File: config.mk
export PLATFORM = sky130hd
export DESIGN_NAME = flp_tree_sequencer
export DESIGN_NICKNAME = d
export VERILOG_FILES = /design/src/rtl/flp_tree_sequencer.sv
export SDC_FILE = /design/constraint.sdc
export NUM_CORES = 1
export LEC_CHECK = 0
export ABC_AREA = 0
export BUFFER_PORTS_ARGS = -buffer_cell sky130_fd_sc_hd__buf_4
export CORE_MARGIN = 3
export CORE_UTILIZATION = 45
export CTS_CLUSTER_SIZE = 28
export DETAILED_ROUTE_END_ITERATION = 8
export GPL_ROUTABILITY_DRIVEN = 0
export PLACE_DENSITY = 0.67
export SLEW_MARGIN = 20
export SYNTH_ARGS = -nofsm -noshare
export SYNTH_HDL_FRONTEND = slang
export SYNTH_SLANG_ARGS = --single-unit
export TNS_END_PERCENT = 5
File: constraint.sdc
create_clock -name clk -period 5.5 [get_ports clk]
set_input_delay 1.65 -clock clk [delete_from_list [all_inputs] [get_ports clk]]
set_output_delay 1.65 -clock clk [all_outputs]
set_load 0.05 [all_outputs]
File: src/rtl/flp_tree_sequencer.sv
// flp_tree_sequencer: loads NUM_INPUTS codes onto the adder-tree bus, waits out the tree latency, then offers the captured sum.
// Ports: flush_i aborts to LOAD; in_valid_i/in_ready_o/in_data_i element stream; tree_bus_o packed tree operands;
// tree_exp_i/tree_mant_i tree result; sum_valid_o/sum_ready_i/sum_exp_o/sum_mant_o result stream; busy_o in WAIT/OUT;
// sum_count_o counts accepted sums (wraps).
module flp_tree_sequencer #(
   parameter int NUM_INPUTS   = 10,
   parameter int EXP_WIDTH    = 9,
   parameter int MANT_WIDTH   = 8,
   parameter int TREE_LATENCY = 4
) (
   input  logic                             clk,
   input  logic                             rst,
   input  logic                             flush_i,
   input  logic                             in_valid_i,
   output logic                             in_ready_o,
   input  logic [MANT_WIDTH-1:0]            in_data_i,
   output logic [NUM_INPUTS*MANT_WIDTH-1:0] tree_bus_o,
   input  logic [EXP_WIDTH-1:0]             tree_exp_i,
   input  logic [MANT_WIDTH-1:0]            tree_mant_i,
   output logic                             sum_valid_o,
   input  logic                             sum_ready_i,
   output logic [EXP_WIDTH-1:0]             sum_exp_o,
   output logic [MANT_WIDTH-1:0]            sum_mant_o,
   output logic                             busy_o,
   output logic [15:0]                      sum_count_o
);
   localparam int IW = $clog2(NUM_INPUTS);
   localparam int CW = $clog2(TREE_LATENCY + 1);
   typedef enum logic [1:0] {ST_LOAD, ST_WAIT, ST_OUT} state_t;
   state_t                          state_q, state_d;
   logic [IW-1:0]                   idx_q, idx_d;
   logic [CW-1:0]                   wait_q, wait_d;
   logic [NUM_INPUTS*MANT_WIDTH-1:0] bus_q, bus_d;
   logic [EXP_WIDTH-1:0]            exp_q, exp_d;
   logic [MANT_WIDTH-1:0]           mant_q, mant_d;
   logic [15:0]                     cnt_q, cnt_d;
   always_ff @(posedge clk or posedge rst) begin
      if (rst) begin
         state_q <= ST_LOAD;
         idx_q   <= '0;
         wait_q  <= '0;
         bus_q   <= '0;
         exp_q   <= '0;
         mant_q  <= '0;
         cnt_q   <= '0;
      end else begin
         state_q <= state_d;
         idx_q   <= idx_d;
         wait_q  <= wait_d;
         bus_q   <= bus_d;
         exp_q   <= exp_d;
         mant_q  <= mant_d;
         cnt_q   <= cnt_d;
      end
   end
   // Capture happens on the edge where wait_q is already zero, giving the tree TREE_LATENCY+1 edges of a stable bus.
   always_comb begin
      state_d = state_q;
      idx_d   = idx_q;
      wait_d  = wait_q;
      bus_d   = bus_q;
      exp_d   = exp_q;
      mant_d  = mant_q;
      cnt_d   = cnt_q;
      if (flush_i) begin
         state_d = ST_LOAD;
         idx_d   = '0;
         wait_d  = '0;
         bus_d   = '0;
      end else begin
         case (state_q)
            ST_LOAD: if (in_valid_i) begin
               bus_d[idx_q*MANT_WIDTH +: MANT_WIDTH] = in_data_i;
               idx_d   = (idx_q == IW'(NUM_INPUTS - 1)) ? '0 : idx_q + 1'b1;
               wait_d  = (idx_q == IW'(NUM_INPUTS - 1)) ? CW'(TREE_LATENCY) : wait_q;
               state_d = (idx_q == IW'(NUM_INPUTS - 1)) ? ST_WAIT : ST_LOAD;
            end
            ST_WAIT: if (wait_q == '0) begin
               exp_d   = tree_exp_i;
               mant_d  = tree_mant_i;
               state_d = ST_OUT;
            end else begin
               wait_d = wait_q - 1'b1;
            end
            ST_OUT: if (sum_ready_i) begin
               cnt_d   = cnt_q + 1'b1;
               state_d = ST_LOAD;
            end
            default: state_d = ST_LOAD;
         endcase
      end
   end
   assign in_ready_o  = (state_q == ST_LOAD);
   assign sum_valid_o = (state_q == ST_OUT);
   assign busy_o      = (state_q == ST_WAIT) || (state_q == ST_OUT);
   assign tree_bus_o  = bus_q;
   assign sum_exp_o   = exp_q;
   assign sum_mant_o  = mant_q;
   assign sum_count_o = cnt_q;
endmodule

; Word-level counts from Yosys, hierarchy flattened
; Index checks and enable logic that the tools add are counted.
; Widths: inputs -> output; s select.
[totals]
word_cells = 52
regBits = 122
output_inout_bits = 116
[classes]
n_bitwise = 1
muxes = 19
n_eq_ne = 8
n_reduce_logical = 11
n_shift = 2
n_addsub = 4
[op_table]
columns = cell, n
row1 = $mux 80, 3
row2 = $bwmux 80, 1
row3 = $shift 8x34->80 const A, 1
row4 = $shiftx 8x34->80, 1
row5 = $neg 7->34, 1
row6 = $add 16x1->16 const B, 1
row7 = $mux 4, 4
row8 = $mux 3, 4
row9 = $ne 3x3->1 const B, 3
row10 = $reduce_and 3->1, 3
row11 = $mux 2, 4
row12 = $ne 3x2->1 const B, 2
row13 = $pmux 2 s3, 1
row14 = $pmux 3 s2, 1
row15 = $add 4x1->4 const B, 1
row16 = $eq 4x4->1 const B, 1
row17 = $reduce_and 4->1, 1
row18 = $reduce_bool 2->1, 2
row19 = $logic_not 3->1, 1
row20 = $reduce_bool 3->1, 1
row21 = $sub 3x1->3 const B, 1
row22 = $eq 2x1->1 const B, 1
row23 = $eq 2x2->1 const B, 1
row24 = $logic_not 2->1, 1
row25 = 4 further kinds, 4

; Longest topological paths before layout
[depth]
word_depth = 6
depth_mapped = 10
ltp_nobuf = 6

; Worst setup path before layout
; No wires, ideal clock.
[synth_path]
kind = input-to-reg
from = input port flush_i
to = register exp_q[0], in the netlist sum_exp_o[0]
n_path_buf = 3
path_slack_ps = 2401
t_required_ps = 5375
t_arrival_ps = 2974
setup_time_ps = 125
stages = 5
cell_sequence = clkbuf_1 nor4bb_1 clkbuf_1 buf_2 mux2_2
[synth_via]
elab_chain_cells = 2
[synth_lines]
columns = element, line
row1 = start: declaration, 13  ; input logic flush_i,
row2 = $not 1->1 (no source line), n/a
row3 = $reduce_and 3->1 (no source line), n/a
row4 = end signal: assignment, 51  ; exp_q <= exp_d;
row5 = end: declaration, 34  ; logic [EXP_WIDTH-1:0] exp_q, exp_d;
; Every way passes these cells.
; A chain may end at the register's enable or synchronous reset.

; Final worst setup path
[layout_path]
from = input port flush_i
to = register bus_q[6], in the netlist tree_bus_o[6]
[layout_via]
elab_chain_cells = 2
[layout_lines]
columns = element, line
row1 = $reduce_bool 2->1 (no source line), n/a
row2 = $reduce_and 2->1 (no source line), n/a
row3 = end signal: assignment, 50  ; bus_q <= bus_d;
row4 = end: declaration, 33  ; logic [NUM_INPUTS*MANT_WIDTH-1:0] bus_q, bus_d;
; Parallel ways exist; a longest one is shown, timed or not.

==> impl_metrics.prom <==
# TYPE chip_impl_metric gauge
chip_impl_metric{name="cts.htree.levels",unit=""} 4
chip_impl_metric{name="final_layout_worst_hold_slack",unit="ns"} 0.475
chip_impl_metric{name="die_height",unit="um"} 117
chip_impl_metric{name="place_inst",unit=""} 755
chip_impl_metric{name="avgRoutedWirePerCell",unit="um"} 17.6
chip_impl_metric{name="numCtsBuffers",unit=""} 17
chip_impl_metric{name="die_area",unit="sq um"} 13700
chip_impl_metric{name="final.min_clock_period",unit="ns"} 3.44
chip_impl_metric{name="worstMarginPinSlew",unit="ns"} 0.905
chip_impl_metric{name="clock_tree.buffer_depth",unit=""} 2
chip_impl_metric{name="synth_compound_gate_area_share",unit="%"} 11.8
chip_impl_metric{name="grt.overflow.total",unit=""} 0
chip_impl_metric{name="layout.filler_cells",unit=""} 968
chip_impl_metric{name="worst_setup_hold_path_clk_slew",unit="ns"} 0.05
chip_impl_metric{name="grt_start_max_net_pins",unit=""} 72
chip_impl_info{name="post-synth-top-count-cell",value="sky130_fd_sc_hd__dfrtp_1"} 1
chip_impl_metric{name="netlist_instances",unit=""} 494
chip_impl_metric{name="worst-endpoint-required",unit="ns"} 5.77
chip_impl_metric{name="placement_rows",unit=""} 39
chip_impl_metric{name="core_area",unit="sq um"} 11700
chip_impl_metric{name="synth.lib_cells_used.distinct",unit=""} 50
chip_impl_info{name="worstSetupEndpointType",value="register"} 1
chip_impl_metric{name="hold_buffer_count_at_cts",unit=""} 0
chip_impl_metric{name="leakage",unit="nW"} 3.61
chip_impl_metric{name="layout_cell_share_with_drive_strength_beyond_1",unit="%"} 33.1
chip_impl_metric{name="drt-pass1-iter-count",unit=""} 4
chip_impl_metric{name="final-hold-violation-count",unit=""} 0
chip_impl_metric{name="routed-via-count",unit=""} 4257
chip_impl_metric{name="async_flop_share",unit="%"} 100
chip_impl_info{name="path_cells",value="buf_4, a21oi_1, or4_1, nand3b_1, o21ai_2"} 1
chip_impl_metric{name="synth-simple-area-share",unit="%"} 17.3
chip_impl_metric{name="post_synth.cell_area_avg",unit="sq um"} 11.2
chip_impl_info{name="status",value="finished clean"} 1
chip_impl_metric{name="drv_slew",unit=""} 0
chip_impl_metric{name="synth-edff-count",unit=""} 0
chip_impl_info{name="largest_family_of_logic_cells_by_synthesized_area",value="simple AND/OR/NAND/NOR gates"} 1
chip_impl_info{name="synth_common_cells",value="sky130_fd_sc_hd__dfrtp_1, sky130_fd_sc_hd__nand2_1, sky130_fd_sc_hd__nand2b_1, sky130_fd_sc_hd__clkbuf_1, sky130_fd_sc_hd__a22o_1"} 1
chip_impl_metric{name="fin_skew",unit="ns"} 0.00924
chip_impl_metric{name="first_pass_grt_wire_length",unit="um"} 22100
chip_impl_metric{name="synthDominantCellAreaShare",unit="%"} 55.2
chip_impl_metric{name="synth.cell_area",unit="sq um"} 5530
chip_impl_metric{name="post_synth_fa_ha_maj_area_fraction",unit="%"} 2.71
chip_impl_metric{name="worstSkewPairLatency",unit="ns"} 0.41
chip_impl_metric{name="timing.critical_path.slowest_cell_delay",unit="ns"} 0.92
chip_impl_info{name="timing_worst_setup_path_type",value="in2reg"} 1
chip_impl_metric{name="critical_path_arrival",unit="ns"} 3.71
chip_impl_metric{name="final.period_utilization",unit="%"} 62.6
chip_impl_info{name="cts_root_buffer",value="sky130_fd_sc_hd__clkbuf_16"} 1
chip_impl_metric{name="postCtsSetupBuffers",unit=""} 0
chip_impl_metric{name="area_growth_syn_to_layout",unit="%"} 31.8
chip_impl_metric{name="fmaxAchievable",unit="GHz"} 0.291
chip_impl_metric{name="dpl.hpwl",unit="um"} 9770
chip_impl_info{name="min_path_type",value="reg2reg"} 1
chip_impl_info{name="grt_setup_unrepaired",value="no"} 1
chip_impl_metric{name="multi_input_comb_area",unit="sq um"} 2330
chip_impl_metric{name="number_of_i_o_port_buffers",unit=""} 145
chip_impl_metric{name="critical_path.n_buffers_inverters",unit=""} 1
chip_impl_info{name="netlist_top_cells_area",value="sky130_fd_sc_hd__dfrtp_1, sky130_fd_sc_hd__mux2_2, sky130_fd_sc_hd__nand2b_1, sky130_fd_sc_hd__a22o_1, sky130_fd_sc_hd__nand2_1"} 1
chip_impl_info{name="tritoncts",value="done"} 1
chip_impl_metric{name="initial_antenna_violation_count",unit=""} 0
chip_impl_metric{name="ys_seq_area_share",unit="%"} 55.2
chip_impl_metric{name="final_antenna_net_count",unit=""} 0
chip_impl_info{name="postSynth.topFlopCell",value="sky130_fd_sc_hd__dfrtp_1"} 1
chip_impl_metric{name="via_per_inst",unit=""} 5.41
chip_impl_metric{name="total_power",unit="W"} 0.00208
chip_impl_metric{name="synth_xor_xnor_area_share",unit="%"} 2.85
chip_impl_metric{name="fp.dieW",unit="um"} 117
chip_impl_metric{name="postCtsResizedCells",unit=""} 0
chip_impl_metric{name="setup_slack_of_the_worst_register_to_register_path",unit="ns"} 2.61
chip_impl_metric{name="drc_errors",unit=""} 0
chip_impl_metric{name="synthesized_net_count",unit=""} 536
chip_impl_metric{name="timing.max_cap.violations",unit=""} 0
chip_impl_metric{name="fin_tns_setup",unit="ns"} 0
chip_impl_metric{name="synth.yosys.warnings",unit=""} 0
chip_impl_info{name="top_cell_type_by_total_area_after_synthesis",value="sky130_fd_sc_hd__dfrtp_1"} 1
chip_impl_metric{name="gr-usage-all-layers",unit="%"} 20.9
chip_impl_info{name="critical_path.startpoint_type",value="primary input"} 1
chip_impl_metric{name="initial_core_util",unit="%"} 47.2
chip_impl_metric{name="setup_viol",unit=""} 0
chip_impl_info{name="path_delay_family",value="simple AND/OR/NAND/NOR gates"} 1
chip_impl_metric{name="final-instance-count-excl-fill",unit=""} 787
chip_impl_info{name="timing.critical_path.slowest_stage_cell",value="sky130_fd_sc_hd__or4_1"} 1
chip_impl_metric{name="synth.ff_latch_count",unit=""} 122
chip_impl_metric{name="slew-limit-headroom",unit="%"} 39.4
chip_impl_metric{name="dr.first_iter.drc_count",unit=""} 299
chip_impl_metric{name="drt-total-wl",unit="um"} 13800
chip_impl_metric{name="seqCellArea",unit="sq um"} 3050
chip_impl_metric{name="timing.critical_path.fanout_max",unit=""} 71
chip_impl_metric{name="num_antenna_cells",unit=""} 0
chip_impl_metric{name="grt_pass1_vias",unit=""} 4234
chip_impl_metric{name="ir_drop",unit="uV"} 160
chip_impl_metric{name="final_nets",unit=""} 674
chip_impl_metric{name="ios",unit=""} 146
chip_impl_metric{name="cts_sinks",unit=""} 122
chip_impl_metric{name="pwr_density_cell",unit="nW/um^2"} 285
chip_impl_metric{name="synth.area.mux_share",unit="%"} 6.92
## state kept, by name (all words and copies together), names as in the netlist
register and cells:
idx_q 4, state_q 2, sum_count_o 16, sum_exp_o 9, sum_mant_o 8, tree_bus_o 80, wait_q 3
## power breakdown
part	switching (W)	internal, W
sequential	0.00000847	0.000903
combinational	0.000102	0.0000454
clock	0.000374	0.000647
total	0.000484	0.00160
## tightest hold or removal path, stage by stage, from the launching register on
cell and delay, ns:
sky130_fd_sc_hd__dfrtp_1 0.33, sky130_fd_sc_hd__nand2_1 0.05, sky130_fd_sc_hd__o31ai_1 0.05
## placed cells by master (no fill, tap or decap), types with 2 or more instances in the layout
cell type / count
sky130_fd_sc_hd__buf_4: 149
sky130_fd_sc_hd__dfrtp_1: 122
sky130_fd_sc_hd__nand2_1: 49
sky130_fd_sc_hd__nand2b_1: 32
sky130_fd_sc_hd__a22o_1: 21
sky130_fd_sc_hd__nand3_1: 19
sky130_fd_sc_hd__o21ai_0: 19
sky130_fd_sc_hd__nor2_1: 18
sky130_fd_sc_hd__mux2_2: 18
sky130_fd_sc_hd__mux2i_1: 18
sky130_fd_sc_hd__clkbuf_16: 17
sky130_fd_sc_hd__a21oi_1: 15
sky130_fd_sc_hd__nand3b_1: 13
sky130_fd_sc_hd__ha_1: 12
sky130_fd_sc_hd__inv_1: 11
sky130_fd_sc_hd__o31ai_1: 10
sky130_fd_sc_hd__xnor2_1: 10
sky130_fd_sc_hd__xor2_1: 8
sky130_fd_sc_hd__o21ai_2: 8
sky130_fd_sc_hd__nor3_1: 7
sky130_fd_sc_hd__clkinv_2: 7
sky130_fd_sc_hd__and3_1: 5
sky130_fd_sc_hd__nor3b_1: 5
sky130_fd_sc_hd__nand4_1: 4
sky130_fd_sc_hd__a32o_1: 4
sky130_fd_sc_hd__nor2b_1: 3
sky130_fd_sc_hd__and4_1: 3
sky130_fd_sc_hd__a211oi_1: 3
sky130_fd_sc_hd__clkbuf_8: 3
sky130_fd_sc_hd__and2_1: 2
sky130_fd_sc_hd__nand4b_1: 2
sky130_fd_sc_hd__nand3b_2: 2
sky130_fd_sc_hd__clkbuf_1: 2
## worst paths after layout
| kind | start | endpoint | cells after the start |
|---|---|---|---|
| worst min-delay path | tree_bus_o[56]$_DFFE_PP0P_ | tree_bus_o[56]$_DFFE_PP0P_ | 2 |
| worst min register to register | tree_bus_o[56]$_DFFE_PP0P_ | tree_bus_o[56]$_DFFE_PP0P_ | 2 |
| worst max register to register | idx_q[0]$_DFFE_PP0P_ | tree_bus_o[6]$_DFFE_PP0P_ | 6 |
| min in group asynchronous | rst | tree_bus_o[39]$_DFFE_PP0P_ | 2 |
| max in group asynchronous | rst | wait_q[2]$_DFFE_PP0P_ | 3 |
| worst max-delay path | flush_i | tree_bus_o[6]$_DFFE_PP0P_ | 5 |
## cell families after synthesis
group | Yosys count
flip-flops | 122
buffers and inverters | 43
AO/OA/AOI/OAI | 90
multiplexers | 36
AND/OR/NAND/NOR | 173
adder cells (fa/ha/maj) | 12
XOR/XNOR | 18
## metrics by stage
step | instance area (sq um) | util [%] | setup slack, ns
6_report | 7290 | 62.2 | 2.06
5_1_grt | 7290 | 62.2 | 1.89
4_1_cts | 7260 | 62.0 | 2.06
3_5_place_dp | 6720 | 57.3 | 1.62
3_3_place_gp | 6720 | 57.3 | 1.75
2_1_floorplan | 5530 | - | 0.607
## final cells by class
type                    count  share of cell area [%]
flip-flops and latches    122                    41.9
inverters                  12                   0.652
multi-input cells         329                    32.0
repair buffers            150                    15.5
clock buffers              22                    6.51
clock inverters             9                   0.996
well taps                 143                    2.45
## routing by layer
| metal | track usage [%] | vias up | wire, um |
|---|---|---|---|
| met5 | 0 | - | 0 |
| met4 | 8.49 | 0 | 150 |
| met3 | 5.50 | 18 | 903 |
| met2 | 32.7 | 159 | 6520 |
| met1 | 27.9 | 2065 | 6270 |
| li1 | - | 2015 | - |
Power figures use the tool's default switching activity.
